## config.mk

```make
export PLATFORM = sky130hd
export DESIGN_NAME = vlc_bit_packer
export DESIGN_NICKNAME = d
export VERILOG_FILES = /design/src/rtl/vlc_bit_packer_pkg.sv /design/src/rtl/vlc_out_reg.sv /design/src/rtl/vlc_bit_packer.sv
export SDC_FILE = /design/constraint.sdc
export NUM_CORES = 1
export LEC_CHECK = 0
export CORE_MARGIN = 8
export CORE_UTILIZATION = 40
export CTS_CLUSTER_DIAMETER = 150
export DETAILED_ROUTE_END_ITERATION = 12
export DONT_BUFFER_PORTS = 1
export PLACE_DENSITY = 0.56
export RECOVER_POWER = 100
export SYNTH_ARGS = -nofsm -noshare
export SYNTH_HDL_FRONTEND = slang
export SYNTH_SLANG_ARGS = --single-unit
```

## constraint.sdc

```tcl
create_clock -name clk -period 4.65 [get_ports clk]
set_clock_uncertainty 0.15 [all_clocks]
set_input_delay 0.6975 -clock clk [delete_from_list [all_inputs] [get_ports clk]]
set_output_delay 0.6975 -clock clk [all_outputs]
set_load 0.01 [all_outputs]
```

## src/rtl/vlc_bit_packer_pkg.sv

```systemverilog
// Shared definitions for the variable-length code packer: default widths and
// the flush state machine encoding.
package vlc_bit_packer_pkg;

  localparam int CODE_W_DEF = 32;
  localparam int LEN_W_DEF  = 6;
  localparam int OUT_W_DEF  = 8;
  localparam int ACC_W_DEF  = 64;

  typedef enum logic [1:0] {
    ST_RUN   = 2'd0,
    ST_FLUSH = 2'd1,
    ST_DONE  = 2'd2
  } pk_state_e;

endpackage

```

## src/rtl/vlc_out_reg.sv

```systemverilog
// Single-entry valid/ready output register that also counts loaded words.
module vlc_out_reg
  import vlc_bit_packer_pkg::*;
#(
  parameter int OUT_W = OUT_W_DEF
) (
  input  logic             clk,
  input  logic             rst,
  input  logic             load_i,
  input  logic [OUT_W-1:0] data_i,
  output logic             free_o,
  input  logic             ready_i,
  output logic             valid_o,
  output logic [OUT_W-1:0] data_o,
  output logic [31:0]      cnt_o
);

  logic             valid_q;
  logic [OUT_W-1:0] data_q;
  logic [31:0]      cnt_q;

  // The slot may be refilled in the same cycle the consumer takes it.
  assign free_o  = !valid_q || ready_i;
  assign valid_o = valid_q;
  assign data_o  = data_q;
  assign cnt_o   = cnt_q;

  always_ff @(posedge clk) begin
    if (rst) begin
      valid_q <= 1'b0;
      data_q  <= '0;
      cnt_q   <= '0;
    end else if (load_i) begin
      valid_q <= 1'b1;
      data_q  <= data_i;
      cnt_q   <= cnt_q + 32'd1;
    end else if (ready_i) begin
      valid_q <= 1'b0;
    end
  end

endmodule

```

## src/rtl/vlc_bit_packer.sv

```systemverilog
// Packs variable-length codewords into fixed OUT_W-bit words with backpressure,
// selectable bit order and a flush that pads the final partial word.
module vlc_bit_packer
  import vlc_bit_packer_pkg::*;
#(
  parameter int CODE_W    = CODE_W_DEF,
  parameter int LEN_W     = LEN_W_DEF,
  parameter int OUT_W     = OUT_W_DEF,
  parameter int ACC_W     = ACC_W_DEF,
  parameter bit MSB_FIRST = 1'b1,
  parameter bit PAD_BIT   = 1'b0
) (
  input  logic              clk,
  input  logic              rst,
  input  logic              in_valid,
  output logic              in_ready,
  input  logic [CODE_W-1:0] in_code,
  input  logic [LEN_W-1:0]  in_len,
  input  logic              flush,
  output logic              out_valid,
  input  logic              out_ready,
  output logic [OUT_W-1:0]  out_data,
  output logic              flush_done,
  output logic [31:0]       word_cnt,
  output logic              busy
);

  if (LEN_W < $clog2(CODE_W + 1)) begin : g_bad_len_w
    $error("vlc_bit_packer: LEN_W too small to hold CODE_W");
  end
  if (OUT_W < 8 || OUT_W > CODE_W) begin : g_bad_out_w
    $error("vlc_bit_packer: OUT_W must satisfy 8 <= OUT_W <= CODE_W");
  end
  if (ACC_W < CODE_W + OUT_W) begin : g_bad_acc_w
    $error("vlc_bit_packer: ACC_W must be >= CODE_W + OUT_W");
  end

  localparam int FILL_W = $clog2(ACC_W + 1);
  localparam logic [FILL_W-1:0] OUT_W_F  = FILL_W'(OUT_W);
  localparam logic [FILL_W-1:0] ACC_W_F  = FILL_W'(ACC_W);
  localparam logic [FILL_W-1:0] ROOM_F   = FILL_W'(ACC_W - CODE_W);
  localparam logic [LEN_W-1:0]  CODE_W_L = LEN_W'(CODE_W);

  function automatic logic [CODE_W-1:0] len_mask(input logic [LEN_W-1:0] len);
    logic [CODE_W-1:0] m;
    m = '0;
    for (int i = 0; i < CODE_W; i++) begin
      if (i < int'(len)) m[i] = 1'b1;
    end
    return m;
  endfunction

  pk_state_e         state_q;
  logic              flush_done_q;
  logic [ACC_W-1:0]  acc_q, acc_d, acc_ins, code_ext;
  logic [FILL_W-1:0] fill_q, fill_d, fill_ins, len_f, shamt;
  logic [LEN_W-1:0]  len_eff;
  logic [CODE_W-1:0] code_m;
  logic [OUT_W-1:0]  word_full, pad_mask, load_data;
  logic              accept, out_free, emit_full, emit_pad, load;

  assign in_ready   = (state_q == ST_RUN) && (fill_q <= ROOM_F);
  assign accept     = in_valid && in_ready;
  assign flush_done = flush_done_q;
  assign busy       = (fill_q != '0) || out_valid || (state_q != ST_RUN);
  assign emit_full  = out_free && (fill_q >= OUT_W_F);
  assign emit_pad   = out_free && (state_q == ST_FLUSH) && (fill_q != '0) && (fill_q < OUT_W_F);
  assign load       = emit_full || emit_pad;

  always_comb begin
    len_eff  = (in_len > CODE_W_L) ? CODE_W_L : in_len;
    len_f    = FILL_W'(len_eff);
    code_m   = in_code & len_mask(len_eff);
    code_ext = ACC_W'(code_m);
    shamt    = ACC_W_F - fill_q - len_f;
    acc_ins  = acc_q;
    fill_ins = fill_q;
    if (accept) begin
      // MSB mode keeps the oldest bit at the accumulator top; LSB mode at bit 0.
      if (MSB_FIRST) acc_ins = acc_q | (code_ext << shamt);
      else           acc_ins = acc_q | (code_ext << fill_q);
      fill_ins = fill_q + len_f;
    end
    if (MSB_FIRST) begin
      word_full = acc_q[ACC_W-1 -: OUT_W];
      pad_mask  = {OUT_W{1'b1}} >> fill_q;
    end else begin
      word_full = acc_q[OUT_W-1:0];
      pad_mask  = {OUT_W{1'b1}} << fill_q;
    end
    load_data = word_full;
    acc_d     = acc_ins;
    fill_d    = fill_ins;
    if (emit_full) begin
      // Emitted bits come from the old contents, so inserting first is safe.
      acc_d  = MSB_FIRST ? (acc_ins << OUT_W) : (acc_ins >> OUT_W);
      fill_d = fill_ins - OUT_W_F;
    end else if (emit_pad) begin
      load_data = word_full | (PAD_BIT ? pad_mask : '0);
      acc_d     = '0;
      fill_d    = '0;
    end
  end

  always_ff @(posedge clk) begin
    if (rst) begin
      state_q      <= ST_RUN;
      flush_done_q <= 1'b0;
      acc_q        <= '0;
      fill_q       <= '0;
    end else begin
      acc_q        <= acc_d;
      fill_q       <= fill_d;
      flush_done_q <= 1'b0;
      case (state_q)
        ST_RUN:   if (flush) state_q <= ST_FLUSH;
        ST_FLUSH: if (fill_q == '0 && out_free) state_q <= ST_DONE;
        ST_DONE: begin
          flush_done_q <= 1'b1;
          state_q      <= ST_RUN;
        end
        default:  state_q <= ST_RUN;
      endcase
    end
  end

  vlc_out_reg #(.OUT_W(OUT_W)) u_out_reg (
    .clk     (clk),
    .rst     (rst),
    .load_i  (load),
    .data_i  (load_data),
    .free_o  (out_free),
    .ready_i (out_ready),
    .valid_o (out_valid),
    .data_o  (out_data),
    .cnt_o   (word_cnt)
  );

endmodule

```

[Word level (Yosys, flattened, before mapping)]
Cells that the tools add are included.
Storage, ports and cells
  flip-flop bits (word level): 115
  latch bits: 0
  memory bits (writable): 0
  ROM bits: 0
  bits of input ports: 43
  output and inout bits: 44
  word-level logic and storage cells: 122
  memories kept: 0
Cells by class
  $add $sub $neg: 5
  multiply operators: 0
  divide/modulo/power cells: 0
  magnitude comparators: 36
  equality and inequality tests: 4
  shift operators: 1
  multiplexer cells: 45
  bitwise gates (word level): 2
  reductions and logical operators: 20
Operators by type and width (count)
  2-to-1 mux 64 bit: 3
  < comparator 5 x 6 -> 1 bit (first input constant): 16
  bitwise OR 64 bit: 1
  left shift 32 x 7 -> 64 bit: 1
  < comparator 4 x 6 -> 1 bit (first input constant): 8
  2-to-1 mux 1 bit: 35
  adder 32 x 1 -> 32 bit (second input constant): 1
  AND 32 bit: 1
  < comparator 3 x 6 -> 1 bit (first input constant): 4
  2-to-1 mux 7 bit: 3
  < comparator 1 x 6 -> 1 bit (first input constant): 2
  < comparator 2 x 6 -> 1 bit (first input constant): 2
  adder 7 x 6 -> 7 bit: 1
  >= comparator 7 x 4 -> 1 bit (second input constant): 1
  less-or-equal comparator 7 x 6 -> 1 bit (second input constant): 1
  logical AND 1 bit: 7
  logical NOT 7 bit: 1
  < comparator 7 x 4 -> 1 bit (second input constant): 1
  nonzero test 7 bit: 1
  subtractor 7 x 4 -> 7 bit (second input constant): 1
  subtractor 7 x 6 -> 7 bit: 1
  subtractor 7 bit (first input constant): 1
  > comparator 6 bit (second input constant): 1
  2-to-1 mux 6 bit: 1
  other kinds (13): 18

[Longest topological paths before layout]
  depth in word-level cells: 10
  gate-level depth with buffers: 17
  gate-level depth less buffers: 14

[By module]
A second synthesis with hierarchy kept.
Unflattened totals
  cell total of the unflattened synthesis: 1070
  area, all modules: 8654.6 um^2
Modules (own cells, without submodules)
  vlc_bit_packer: times used 1, cells an instance 866, area each 6816.5 um^2, sequential area each 1481.4 um^2
  vlc_out_reg: times used 1, cells an instance 204, area each 1838.0 um^2, sequential area each 820.8 um^2

[Worst setup path after synthesis]
No wires, ideal clock.
  path kind: input-to-reg
  start point: in in_len[5]
  end point: reg acc_q[44]
  library setup time: 0.136 ns
  arrival time: 4.168 ns
  required time: 4.364 ns
  path slack: 0.196 ns
  stages on the path: 16
  path buffers: 5
  cell sequence: buf_6 -> buf_2 -> buf_2 -> nor2b_1 -> ha_1 -> inv_1 -> ha_1 -> fa_1 -> xnor2_1 -> clkbuf_1 -> buf_1 -> a221oi_1 -> a31oi_1 -> mux2i_1 -> a221oi_1 -> o22ai_1
On the way
  word-level cells in the longest chain between the ends: 10
  elaborated cells on any way between the ends: 73
  those cells by class: add/sub: 1; order compare: 33; shift: 1; mux: 36; bitwise: 2
Ends and longest elaborated chain
  start: declaration: line vlc_bit_packer.sv:18  | input logic [LEN_W-1:0] in_len,
  > comparator 6 bit: line vlc_bit_packer.sv:71  | len_eff = (in_len > CODE_W_L) ? CODE_W_L : in_len;
  2-to-1 mux 6 bit *: line vlc_bit_packer.sv:71
  < comparator 1 x 6 -> 1 bit, or another cell as far along: line vlc_bit_packer.sv:48  | if (i < int'(len)) m[i] = 1'b1;
  2-to-1 mux 1 bit: line vlc_bit_packer.sv:48
  AND 32 bit: line vlc_bit_packer.sv:73  | code_m = in_code & len_mask(len_eff);
  left shift 32 x 7 -> 64 bit *: line vlc_bit_packer.sv:80  | if (MSB_FIRST) acc_ins = acc_q | (code_ext << shamt);
  bitwise OR 64 bit *: line vlc_bit_packer.sv:80
  2-to-1 mux 64 bit *: line vlc_bit_packer.sv:78  | if (accept) begin
  2-to-1 mux 64 bit: line vlc_bit_packer.sv:98  | end else if (emit_pad) begin
  2-to-1 mux 64 bit *: line vlc_bit_packer.sv:94  | if (emit_full) begin
  end signal: assignment: line vlc_bit_packer.sv:109  | acc_q <= '0;
  end signal: assignment: line vlc_bit_packer.sv:112  | acc_q <= acc_d;
  end: declaration: line vlc_bit_packer.sv:55  | logic [ACC_W-1:0] acc_q, acc_d, acc_ins, code_ext;
Every way passes the cells marked *; elsewhere a longest branch is shown, timed or not. The select of a mux whose other input is x is not followed.
A chain may end at the register's enable or synchronous reset.

[Worst setup path in the final report]
Ends and elaborated chain as after synthesis.

==> flow_summary.toml <==
[cts]
clk_pin_slew_worst_paths_ns = 0.06
root_buffer = "clkbuf_16"
numCtsBuffers = 17
cts_setup_buffers = 0
cts_tree = "done"
ctsResizeCount = 0
clkLatencyLatePin_ns = 0.42
htree_levels = 4
ctsHoldBuffers = 0
clockBufferDepth = 2
cts_sinks = 115

[yosys]
synth-simple-area-share_pct = 22.5
synth_adder_area_share_pct = 3.29
yosysSeqAreaShare_pct = 26.6
synth-edff-count = 0
netlist_instances = 1146
avgSynthCellArea_sq_um = 7.57
synthDistinctLibCells = 90
synth_seq_cells = 115
synth_area_sq_um = 8670
yosysWarnings = 0
synth_nets = 1210
yosys_most_used_dff = "dfxtp_1"
postSynth.asyncResetShare_pct = 0
synth-xor-area-share_pct = 3.33
synth_top_family_by_area = "compound AO/OA/AOI/OAI gates"
synth_mux_area_share_pct = 5.01
synth_compound_area_share_pct = 33.5

[min_path]
hold-path-endpoint = "u_out_reg.cnt_o[14]"
worstHoldPathType = "input pin to flop"
hold_start = "rst"
min_path_cells = 1

[placed_design]
gp_congestion = 0.968
portBuffers = 0
dpl.hpwl_microns = 23700

[sta]
slew_headroom_pct = 33.1
setup_violations = 0
totalNegativeSetupSlack_ns = 0
rsz0062_at_grt = "false"
finalMaxSlewViolations = 0
fin_crit_ns = 4.32
worst_slew_pin_slew_ns = 1.00
maxClockFrequency_ghz = 0.232
min_period_over_period_pct = 92.8
hold_viol_final = 0

[setup_path]
crit_type = "input pin to flop"
reg2reg_slack_ns = 0.40
reg2regPathDepth = 11
cp_data_required_time_ns = 4.77
cp_slowest_cell = "ha_1"
arrival_ns = 4.44
slowest_delay_ns = 0.79
cp-start-kind = "input pin"
startpoint = "in_len[5]"
path_buf_inv = 2
r2r-end = "acc_q[44]"
r2r-start = "fill_q[0]"
crit_path_max_fanout = 39
crit_family = "compound AO/OA/AOI/OAI gates"
crit_path_end_kind = "flop"
crit_path_cell_trace = "inv_2 > nand2_1 > ha_1 > buf_4 > mux2i_1 > nor2_1 > a32oi_1 > a221oi_1 > a31oi_1 > mux2i_1 > a221oi_1 > o22ai_1"

[die]
die_y_microns = 163
rows = 54
start_util_pct = 40.2
ioPinCount = 87
die-area_sq_um = 26600
core-area_sq_um = 21600
fp.dieW_microns = 163

[cells_and_area]
syn_to_final_growth_pct = 11.0
fin_nets = 1188
layout_commonest_cell = "nor2_1"
final_cell_mix = "nor2_1, nand2_1, dfxtp_1"
final_util_pct = 44.6
n_fill_cell = 2215
drive_above_1_share_pct = 9.67
n_antenna_cell = 0

[routing]
wire_per_inst_microns = 22.5
drtIter0Drc = 1125
drtPass1Iterations = 5
ant_nets = 0
drc_errors = 0
num_vias = 9119
drt-total-wl_microns = 31800
vias_per_cell = 6.44

[global_route]
antenna_found_initial = 0
grt-ovfl-total = 0
grt_first_pass_wirelength_microns = 49400
grt_pass1_vias = 8489
grt_max_degree = 65
grt_use_total_pct = 23.6

[flow_run]
max_cap_viol_count = 0

[status]
outcome = "completed"

[power]
powerDensity_nw_per_um2 = 854
p_leak_uw = 0.00339
ir_worst_vdd_mv = 0.331
worst max-delay path by stage:
stage                end  slack [ns]  depth (start not counted)
5_1_grt        acc_q[49]        0.23                         11
3_5_place_dp   acc_q[44]        0.29                         12
6_report       acc_q[44]        0.33                         12
3_3_place_gp   acc_q[44]        0.30                         12
4_1_cts        acc_q[44]        0.68                         12
2_1_floorplan  acc_q[44]        0.20                         16
layer usage:
metal / up-vias / share of wire, % / track usage, %
li1: 4306 / - / -
met1: 4299 / 42 / 30.5
met2: 450 / 45 / 37.0
met3: 64 / 9.8 / 6.65
met4: 0 / 2.8 / 8.05
met5: - / 0 / 0
report_power, final:
group          switching [uW]  internal (uW)
combinational            3750           1840
sequential                137           1170
clock                     523            802
total                    4410           3810
per-stage QoR:
| step | instance area [sq um] | setup WS (ns) | instances | hold slack, ns | power, uW |
|---|---|---|---|---|---|
| after floorplan | 8670 | 0.196 | 1146 | 0.275 | 4880 |
| after global placement | 9090 | 0.300 | 1385 | 0.284 | 6840 |
| after detailed placement | 9090 | 0.288 | 1385 | 0.295 | 6790 |
| after CTS | 9690 | 0.679 | 1417 | 0.171 | 8150 |
| after global routing | 9620 | 0.235 | 1417 | 0.169 | 8670 |
| final | 9620 | 0.334 | 1417 | 0.189 | 8210 |
sequential cells by signal, indices dropped and copies added, names as in the netlist:
| register | count |
|---|---|
| acc_q | 64 |
| u_out_reg.cnt_o | 32 |
| u_out_reg.data_o | 8 |
| fill_q | 7 |
| state_q | 2 |
| flush_done | 1 |
| u_out_reg.valid_o | 1 |
kinds of logic (layout without fill, tap and decap cells):
| group | count (synthesis) | after routing |
|---|---|---|
| AO/OA/AOI/OAI | 417 | 417 |
| AND/OR/NAND/NOR | 408 | 408 |
| buffers and inverters | 118 | 109 |
| flip-flops | 115 | 115 |
| multiplexers | 34 | 34 |
| XOR/XNOR | 33 | 33 |
| adder cells (fa/ha/maj) | 21 | 21 |
Yosys cell counts (all sizes together) (6+ instances only):
library cell / instances / area share [%]
nand4: 18 / 1.3
xnor2: 6 / 0.61
buf: 33 / 2.2
o2bb2ai: 13 / 1.3
a21o: 7 / 0.61
a22oi: 16 / 1.4
or4: 7 / 0.61
nor4: 12 / 1.1
nand3: 30 / 1.7
a211oi: 30 / 2.7
a2111oi: 12 / 1.4
o21ai: 63 / 3.6
nor3b: 7 / 0.61
inv: 26 / 1.1
nor3: 23 / 1.5
ha: 18 / 2.6
nand2: 119 / 5.2
and3: 14 / 1.0
o221ai: 8 / 0.81
mux4: 7 / 1.8
o31ai: 7 / 0.61
o211ai: 21 / 1.9
nor2: 131 / 5.8
a21oi: 95 / 5.5
dfxtp: 115 / 27
a221oi: 13 / 1.3
or3: 13 / 0.94
mux2i: 22 / 2.5
a31oi: 10 / 0.72
xor2: 27 / 2.7
o22ai: 39 / 2.8
nor2b: 9 / 0.65
and2: 6 / 0.43
nand2b: 9 / 0.65
clkbuf: 58 / 2.5
a311oi: 11 / 1.1
cell type report:
class / count / area, sq um / area share, %
Multi-Input combinational cell: 913 / 5880 / 61.1
Sequential cell: 115 / 2300 / 23.9
Clock buffer: 17 / 425 / 4.42
Timing Repair Buffer: 50 / 397 / 4.12
Tap cell: 280 / 350 / 3.64
Clock inverter: 15 / 169 / 1.76
Inverter: 27 / 101 / 1.05
(Power assumes the default switching activity.)
